$ cat config.mk
export PLATFORM = sky130hd
export DESIGN_NAME = traceback_unit
export DESIGN_NICKNAME = d
export VERILOG_FILES = /design/src/rtl/viterbi_pkg.sv /design/src/rtl/min_state_select.sv /design/src/rtl/traceback_unit.sv
export SDC_FILE = /design/constraint.sdc
export NUM_CORES = 1
export LEC_CHECK = 0
export ABC_CLOCK_PERIOD_IN_PS = 2610
export CORE_MARGIN = 8
export CORE_UTILIZATION = 45
export DETAILED_ROUTE_END_ITERATION = 8
export PLACE_DENSITY_LB_ADDON = 0.1
export SYNTH_ARGS = -nofsm -noshare
export SYNTH_HDL_FRONTEND = slang
export SYNTH_SLANG_ARGS = --single-unit
$ cat constraint.sdc
create_clock -name i_clk -period 2.61 [get_ports i_clk]
set_input_delay 0.522 -clock i_clk [delete_from_list [all_inputs] [get_ports i_clk]]
set_output_delay 0.522 -clock i_clk [all_outputs]
set_load 0.01 [all_outputs]
$ cat src/rtl/viterbi_pkg.sv
// Shared Viterbi traceback types: trellis state, FSM encoding and metric width default.
package viterbi_pkg;

  localparam int unsigned NUM_STATES   = 4;
  localparam int unsigned PM_W_DEFAULT = 2;

  typedef logic [1:0] state_t;

  typedef enum logic [1:0] {
    StFill,
    StTrace,
    StOut
  } tb_state_t;

  // Predecessor on the survivor path: the decision bit picks the odd or even old state.
  function automatic state_t prev_state(input state_t cur, input logic dec);
    return {cur[0], dec};
  endfunction

endpackage

$ cat src/rtl/min_state_select.sv
// Combinational argmin over four path metrics; ties go to the lowest state index.
module min_state_select
  import viterbi_pkg::*;
#(
  parameter int unsigned PM_W = PM_W_DEFAULT
) (
  input  logic [PM_W-1:0] pm_0,
  input  logic [PM_W-1:0] pm_1,
  input  logic [PM_W-1:0] pm_2,
  input  logic [PM_W-1:0] pm_3,
  output state_t          min_state
);

  logic [PM_W-1:0] best;

  // Strict less-than keeps the earlier index on equal metrics.
  always_comb begin
    min_state = state_t'(0);
    best      = pm_0;
    if (pm_1 < best) begin
      best      = pm_1;
      min_state = state_t'(1);
    end
    if (pm_2 < best) begin
      best      = pm_2;
      min_state = state_t'(2);
    end
    if (pm_3 < best) begin
      min_state = state_t'(3);
    end
  end

endmodule

$ cat src/rtl/traceback_unit.sv
// Frame-based Viterbi traceback: collect FRAME_LEN decision vectors, trace back, emit bits.
// Define TB_ZERO_TERM_EN to start traceback from state 0 instead of the minimum-metric state.
module traceback_unit
  import viterbi_pkg::*;
#(
  parameter int unsigned FRAME_LEN = 16,
  parameter int unsigned PM_W      = PM_W_DEFAULT
) (
  input  logic            i_clk,
  input  logic            i_rst_n,
  input  logic            i_valid,
  output logic            o_ready,
  input  logic [3:0]      i_dec,
  input  logic [PM_W-1:0] i_PM_0,
  input  logic [PM_W-1:0] i_PM_1,
  input  logic [PM_W-1:0] i_PM_2,
  input  logic [PM_W-1:0] i_PM_3,
  output logic            o_valid,
  input  logic            i_ready,
  output logic            o_bit,
  output logic            o_last
);

  localparam int unsigned CntW = (FRAME_LEN > 1) ? $clog2(FRAME_LEN) : 1;
  localparam logic [CntW-1:0] LastIdx = CntW'(FRAME_LEN - 1);

  tb_state_t       state_q, state_d;
  logic [CntW-1:0] wr_cnt_q, wr_cnt_d;
  logic [CntW-1:0] rd_cnt_q, rd_cnt_d;
  logic [CntW-1:0] idx_q, idx_d;
  state_t          cur_q, cur_d;
  logic            ready_en_q;

  logic [3:0]           mem_q [FRAME_LEN];
  logic [FRAME_LEN-1:0] bits_q;
  logic [3:0]           dec_rd;
  logic                 accept;
  logic                 bit_we;
  state_t               start_state;

`ifdef TB_ZERO_TERM_EN
  logic unused_pm;
  assign unused_pm   = ^{i_PM_0, i_PM_1, i_PM_2, i_PM_3};
  assign start_state = state_t'(0);
`else
  min_state_select #(
    .PM_W (PM_W)
  ) u_min_state_select (
    .pm_0      (i_PM_0),
    .pm_1      (i_PM_1),
    .pm_2      (i_PM_2),
    .pm_3      (i_PM_3),
    .min_state (start_state)
  );
`endif

  // Held low through reset so o_ready only rises on the first edge after release.
  always_ff @(posedge i_clk or negedge i_rst_n) begin
    if (!i_rst_n) begin
      ready_en_q <= 1'b0;
    end else begin
      ready_en_q <= 1'b1;
    end
  end

  assign o_ready = ready_en_q && (state_q == StFill);
  assign dec_rd  = mem_q[idx_q];

  always_comb begin
    state_d  = state_q;
    wr_cnt_d = wr_cnt_q;
    rd_cnt_d = rd_cnt_q;
    idx_d    = idx_q;
    cur_d    = cur_q;
    accept   = 1'b0;
    bit_we   = 1'b0;
    unique case (state_q)
      StFill: begin
        if (i_valid && o_ready) begin
          accept = 1'b1;
          if (wr_cnt_q == LastIdx) begin
            wr_cnt_d = '0;
            cur_d    = start_state;
            idx_d    = LastIdx;
            state_d  = StTrace;
          end else begin
            wr_cnt_d = wr_cnt_q + CntW'(1);
          end
        end
      end
      StTrace: begin
        bit_we = 1'b1;
        cur_d  = prev_state(cur_q, dec_rd[cur_q]);
        if (idx_q == '0) begin
          state_d = StOut;
        end else begin
          idx_d = idx_q - CntW'(1);
        end
      end
      StOut: begin
        if (i_ready) begin
          if (rd_cnt_q == LastIdx) begin
            rd_cnt_d = '0;
            state_d  = StFill;
          end else begin
            rd_cnt_d = rd_cnt_q + CntW'(1);
          end
        end
      end
      default: state_d = StFill;
    endcase
  end

  always_ff @(posedge i_clk or negedge i_rst_n) begin
    if (!i_rst_n) begin
      state_q  <= StFill;
      wr_cnt_q <= '0;
      rd_cnt_q <= '0;
      idx_q    <= '0;
      cur_q    <= state_t'(0);
    end else begin
      state_q  <= state_d;
      wr_cnt_q <= wr_cnt_d;
      rd_cnt_q <= rd_cnt_d;
      idx_q    <= idx_d;
      cur_q    <= cur_d;
    end
  end

  // Survivor memory and bit buffer are always rewritten before being read, so no reset.
  always_ff @(posedge i_clk) begin
    if (accept) begin
      mem_q[wr_cnt_q] <= i_dec;
    end
    if (bit_we) begin
      bits_q[idx_q] <= cur_q[1];
    end
  end

  always_comb begin
    o_valid = 1'b0;
    o_bit   = 1'b0;
    o_last  = 1'b0;
    if (state_q == StOut) begin
      o_valid = 1'b1;
      o_bit   = bits_q[rd_cnt_q];
      o_last  = (rd_cnt_q == LastIdx);
    end
  end

endmodule

# Word-level counts from Yosys, hierarchy flattened
# Memories as Yosys holds them, arrays and structs flattened.
# Cells that the tools add are included.
totals:
  word_cells: 74
  mem_count: 1
  reg_bits: 33
  mem_bits_rw: 64
  out_inout_bits: 4
memory_table:
  columns: ["name", "words", "word_bits", "rd", "rd_ports_with_merged_regs", "wr", "line", "source"]
  rows:
  - ["mem_q", 16, 4, 1, 0, 1, "traceback_unit.sv:34", "logic [3:0] mem_q [FRAME_LEN];"]
op_classes:
  n_addsub: 3
  n_lt_le_gt_ge: 7
  reduce_logical: 11
  muxes: 35
  eq_ne: 10
ops:
  columns: ["op", "n"]
  rows:
  - ["$mux 2", 11]
  - ["$mux 4", 5]
  - ["$bwmux 16", 1]
  - ["$mux 1", 12]
  - ["$lt 4x5->1 const B", 2]
  - ["$add 4x1->4 const B", 2]
  - ["$eq 4x4->1 const B", 2]
  - ["$ne 2x2->1 const B", 4]
  - ["$pmux 4 s2", 1]
  - ["$lt 2x2->1", 3]
  - ["$pmux 2 s3", 1]
  - ["$reduce_and 5->1", 1]
  - ["$bmux 1 s4", 1]
  - ["$demux 1 s4", 1]
  - ["$ge 4x1->1 const B", 1]
  - ["$logic_not 4->1", 1]
  - ["$ne 2x1->1 const B", 2]
  - ["$pmux 2 s2", 1]
  - ["$reduce_and 2->1", 2]
  - ["$reduce_and 4->1", 1]
  - ["$sub 4x1->4 const B", 1]
  - ["$logic_and 1x1->1", 3]
  - ["$lt 2x3->1 const B", 1]
  - ["$reduce_and 3->1", 1]
  - ["other kinds (5)", 5]

# Longest topological paths before layout
logic_depth:
  depth_word: 9
  ltp_mapped: 8

# Modules after synthesis
# From an unflattened synthesis, not the netlist that was laid out.
unflattened:
  hier_cells: 298
  hier_area_um2: 4444.3
by_module_without_submodules:
  columns: ["module", "seq_area_each_um2", "cells_per_inst", "area_each_um2", "n_inst"]
  rows:
  - ["traceback_unit", 2827.7, 275, 4282.9, 1]
  - ["min_state_select", 0.0, 23, 161.4, 1]

# Worst setup path before layout
# OpenSTA, ideal clock, no wires.
synth_timing:
  path_kind: "register -> output"
  startpoint: "register rd_cnt_q[0]"
  endpoint: "output port o_bit"
  setup_slack_ns: 0.456
  arrival_time_ns: 1.632
  required_time_ns: 2.088
  path_stages_with_launch: 5
  cell_sequence: "dfrtp_1 > buf_6 > mux4_1 > mux4_2 > and2_1"
synth_between:
  elab_chain_len: 3
synth_lines:
  columns: ["item", "line", "source"]
  rows:
  - ["start, declared", "traceback_unit.sv:29", "logic [CntW-1:0] rd_cnt_q, rd_cnt_d;"]
  - ["start signal, assigned", "traceback_unit.sv:124", "rd_cnt_q <= rd_cnt_d;"]
  - ["$bmux 1 s4", "traceback_unit.sv:146", "o_bit = bits_q[rd_cnt_q];"]
  - ["$mux 1 (not written as such)", "traceback_unit.sv:146", null]
  - ["$mux 1", "traceback_unit.sv:144", "if (state_q == StOut) begin"]
  - ["end, declared", "traceback_unit.sv:20", "output logic o_bit,"]
# No other way between the ends. The select of a mux whose other input is x is not followed.

# Worst setup path after layout
# Same ends and word-level chain as after synthesis.

==> flow_metrics.py <==
metrics = {
    "placed_design": {
        "gp_congestion": 0.774,
        "dp_hpwl_um": 6320,
        "numPortBuffers": 19,
        "placed_area_um2": 4850,
        "place_inst": 450,
    },
    "worst_setup_path": {
        "crit_path_max_incr_delay_ns": 0.51,
        "worstPathRequired_ns": 2.09,
        "worstSetupStartpointType": "flip-flop",
        "worstRegToRegCells": 5,
        "critPathKind": "flip-flop to output pin",
        "crit_path_end_kind": "output pin",
        "cp_top_family": "multiplexers",
        "path_cells": "mux4_2 > mux4_2 > and2_4 > buf_6",
        "rrSetupSlack_ns": 0.46,
        "path_buf_inv": 1,
        "regToRegStartpoint": "idx_q[1]$_DFFE_PN0P_",
        "cpMostUsedCell": "mux4_2",
        "crit_fanout": 5,
        "reg2reg_to": "cur_q[0]$_DFFE_PN0P_",
        "cp_slowest_cell": "mux4_2",
        "cp_data_arrival_time_ns": 2.08,
    },
    "floorplan": {
        "start_util": 0.459,
        "die-height_um": 115,
        "rows": 36,
        "core_area_um2": 9680,
        "ioPinCount": 20,
        "dieWidth_um": 115,
        "die-area_um2": 13300,
    },
    "routing": {
        "drt_iter0_drc": 159,
        "vias": 2481,
        "ant_nets": 0,
        "wirelength_um": 8900,
        "avgViaCountPerCell": 5.32,
        "first_pass_iters": 4,
        "drc": 0,
        "drt-wirelength-per-cell_um": 19.1,
    },
    "timing": {
        "setup_violations": 0,
        "worst_pin_slew_ns": 0.716,
        "whs_ns": 0.482,
        "slew-limit-headroom": 0.523,
        "skew_ns": 0.0102,
        "finalCriticalPeriod_ns": 2.60,
        "fmax_ghz": 0.384,
        "hold_viol_final": 0,
        "slew_violations": 0,
        "finalCritPeriodShare": 0.997,
        "rsz0062_at_grt": "true",
    },
    "clocking": {
        "insertion_delay_ns": 0.36,
        "cts_made_buffers": 9,
        "htree_levels": 3,
        "holdBufCountCts": 0,
        "cts_root_buf": "clkbuf_8",
        "cts_buffer_depth": 2,
        "path_clk_slew_ns": 0.09,
        "cts_tree": "done",
        "cts_sinks": 97,
    },
    "cells_and_area": {
        "fin_cells": 466,
        "regArea_um2": 2830,
        "drive_gt1_frac": 0.177,
        "syn_to_final_growth_pct": 13.4,
        "final_net_count": 359,
        "multiInputGateArea_um2": 1490,
        "post-route-cell-area_um2": 5040,
        "n_antenna_cell": 0,
        "num-fill-cells": 833,
    },
    "grt": {
        "grt_pass1_wl_um": 14300,
        "grt_max_degree": 24,
        "grt-ovfl-total": 0,
        "antenna_found_initial": 0,
        "grt_use_total": 0.147,
        "grt_pass1_vias": 2570,
    },
    "synth": {
        "async_flop_share": 0.175,
        "syn-mean-instance-area_um2": 15.0,
        "syn_nets": 328,
        "synth_edf_count": 80,
        "netlist_area_um2": 4440,
        "synth.yosys.seq_area_share": 0.637,
        "synth_seq_cells": 97,
        "yosysWarnings": 0,
        "synth_cells": 297,
        "ys.flop_type": "edfxtp_1",
        "ys_types": 48,
    },
    "pwr": {
        "power_leakage_uw": 0.00178,
        "p_clk_frac": 0.218,
        "p_sw_uw": 1460,
        "p_sw_frac": 0.327,
        "power.density_nw_per_um2": 890,
        "p_int_uw": 3020,
        "comb_power_share": 0.293,
        "sequentialPowerShare": 0.489,
        "ir_worst_vdd_mv": 0.380,
    },
    "outcome": {
        "status": "finished, final reports clean",
    },
    "run": {
        "maxCapViolations": 0,
    },
    "min_path": {
        "worstHoldPathType": "input port to asynchronous set/reset pin",
    },
}
what timing repair did:
action | in CTS | in global routing
setup buffers | 0 | 0
resized for setup | 8 | 2
setup endpoints to repair | 2 | 1
worst max-delay path by stage:
stage / start / endpoint / slack [ns] / cells after the start
6_report: rd_cnt_q[0]$_DFFE_PN0P_ / o_bit / 0.007 / 4
5_1_grt: rd_cnt_q[0]$_DFFE_PN0P_ / o_bit / -0.07 / 4
4_1_cts: rd_cnt_q[0]$_DFFE_PN0P_ / o_bit / -0.02 / 4
3_5_place_dp: rd_cnt_q[0]$_DFFE_PN0P_ / o_bit / -0.03 / 4
3_3_place_gp: rd_cnt_q[0]$_DFFE_PN0P_ / o_bit / -0.005 / 4
2_1_floorplan: rd_cnt_q[0]$_DFFE_PN0P_ / o_bit / 0.46 / 4
worst register-to-register path, delay by kind of cell (launching register included):
kind / cells / cell delay (ns)
AOI/OAI and AO/OA: 3 / 0.33
muxes: 2 / 0.90
DFF: 1 / 0.81
cell usage in the layout (no fill, tap or decap), drive strengths merged, types with 4 or more instances in the layout:
master,synthesis,final
edfxtp,80,80
nor2,23,23
nand2,18,18
mux4,18,18
clkdlybuf4s50,0,17
dfrtp,17,17
buf,9,17
ha,15,15
mux2i,12,12
and2,11,11
inv,10,10
nor3,9,9
clkbuf,6,9
o21ai,9,9
nand3,7,7
nand2b,5,5
nor3b,5,5
and3,5,5
xnor2,4,4
clkinv,0,4
power by group through the flow:
stage	logic [uW]	registers [uW]	clock network, uW
detailed placement	1310	2230	0
CTS	1320	2200	1000
finish	1310	2190	979
floorplan	1080	2000	0
global placement	1300	2220	0
global route	1450	2240	1050
final cells by class:
cell class	count	area share
clock inverter	7	0.0142
multi-input combinational	175	0.295
clock buffer	9	0.0246
sequential	97	0.562
tap	133	0.0330
inverter	10	0.00745
timing repair buffer	35	0.0641
metal layers:
layer,vias up,global-route usage,share of wire,routed length (um)
met5,-,0,0,0
met4,0,0.0613,0.018,160
met3,16,0.0278,0.040,356
met2,47,0.241,0.49,4350
met1,1238,0.185,0.45,4030
li1,1180,-,-,-
sequential cells by signal (all words and copies together), names as in the netlist:
signal      flops
rd_cnt_q        4
bits_q         16
mem_q          64
cur_q           2
state_q         2
ready_en_q      1
wr_cnt_q        4
idx_q           4
cells in the mapped netlist (all sizes together) (4+ instances only):
library cell | number | share of area
edfxtp | 80 | 0.54
nor2 | 23 | 0.020
mux4 | 18 | 0.093
nand2 | 18 | 0.015
dfrtp | 17 | 0.096
ha | 15 | 0.042
mux2i | 12 | 0.027
and2 | 11 | 0.015
inv | 10 | 0.0085
buf | 9 | 0.014
nor3 | 9 | 0.010
o21ai | 9 | 0.010
nand3 | 7 | 0.0079
clkbuf | 6 | 0.0054
and3 | 5 | 0.0070
nand2b | 5 | 0.0070
nor3b | 5 | 0.0085
xnor2 | 4 | 0.0079
logic make-up after synthesis:
group	Yosys count	share of synthesized area
flip-flops	97	0.637
AND/OR/NAND/NOR	94	0.113
multiplexers	33	0.128
AO/OA/AOI/OAI	28	0.0445
buffers and inverters	25	0.0273
adder cells (fa/ha/maj)	15	0.0423
XOR/XNOR	4	0.00789
other	1	0.000844
per-stage QoR:
| step | power, uW | setup WS [ns] | util | setup TNS, ns |
|---|---|---|---|---|
| after global routing | 4730 | -0.0710 | 0.520 | -0.0710 |
| after global placement | 3510 | -0.00500 | 0.500 | -0.00500 |
| after CTS | 4510 | -0.0197 | 0.519 | -0.0197 |
| final | 4480 | 0.00706 | 0.520 | 0 |
| after detailed placement | 3540 | -0.0327 | 0.500 | -0.0327 |
| after floorplan | 3080 | 0.456 | - | 0 |
Power figures use the tool's default switching activity.
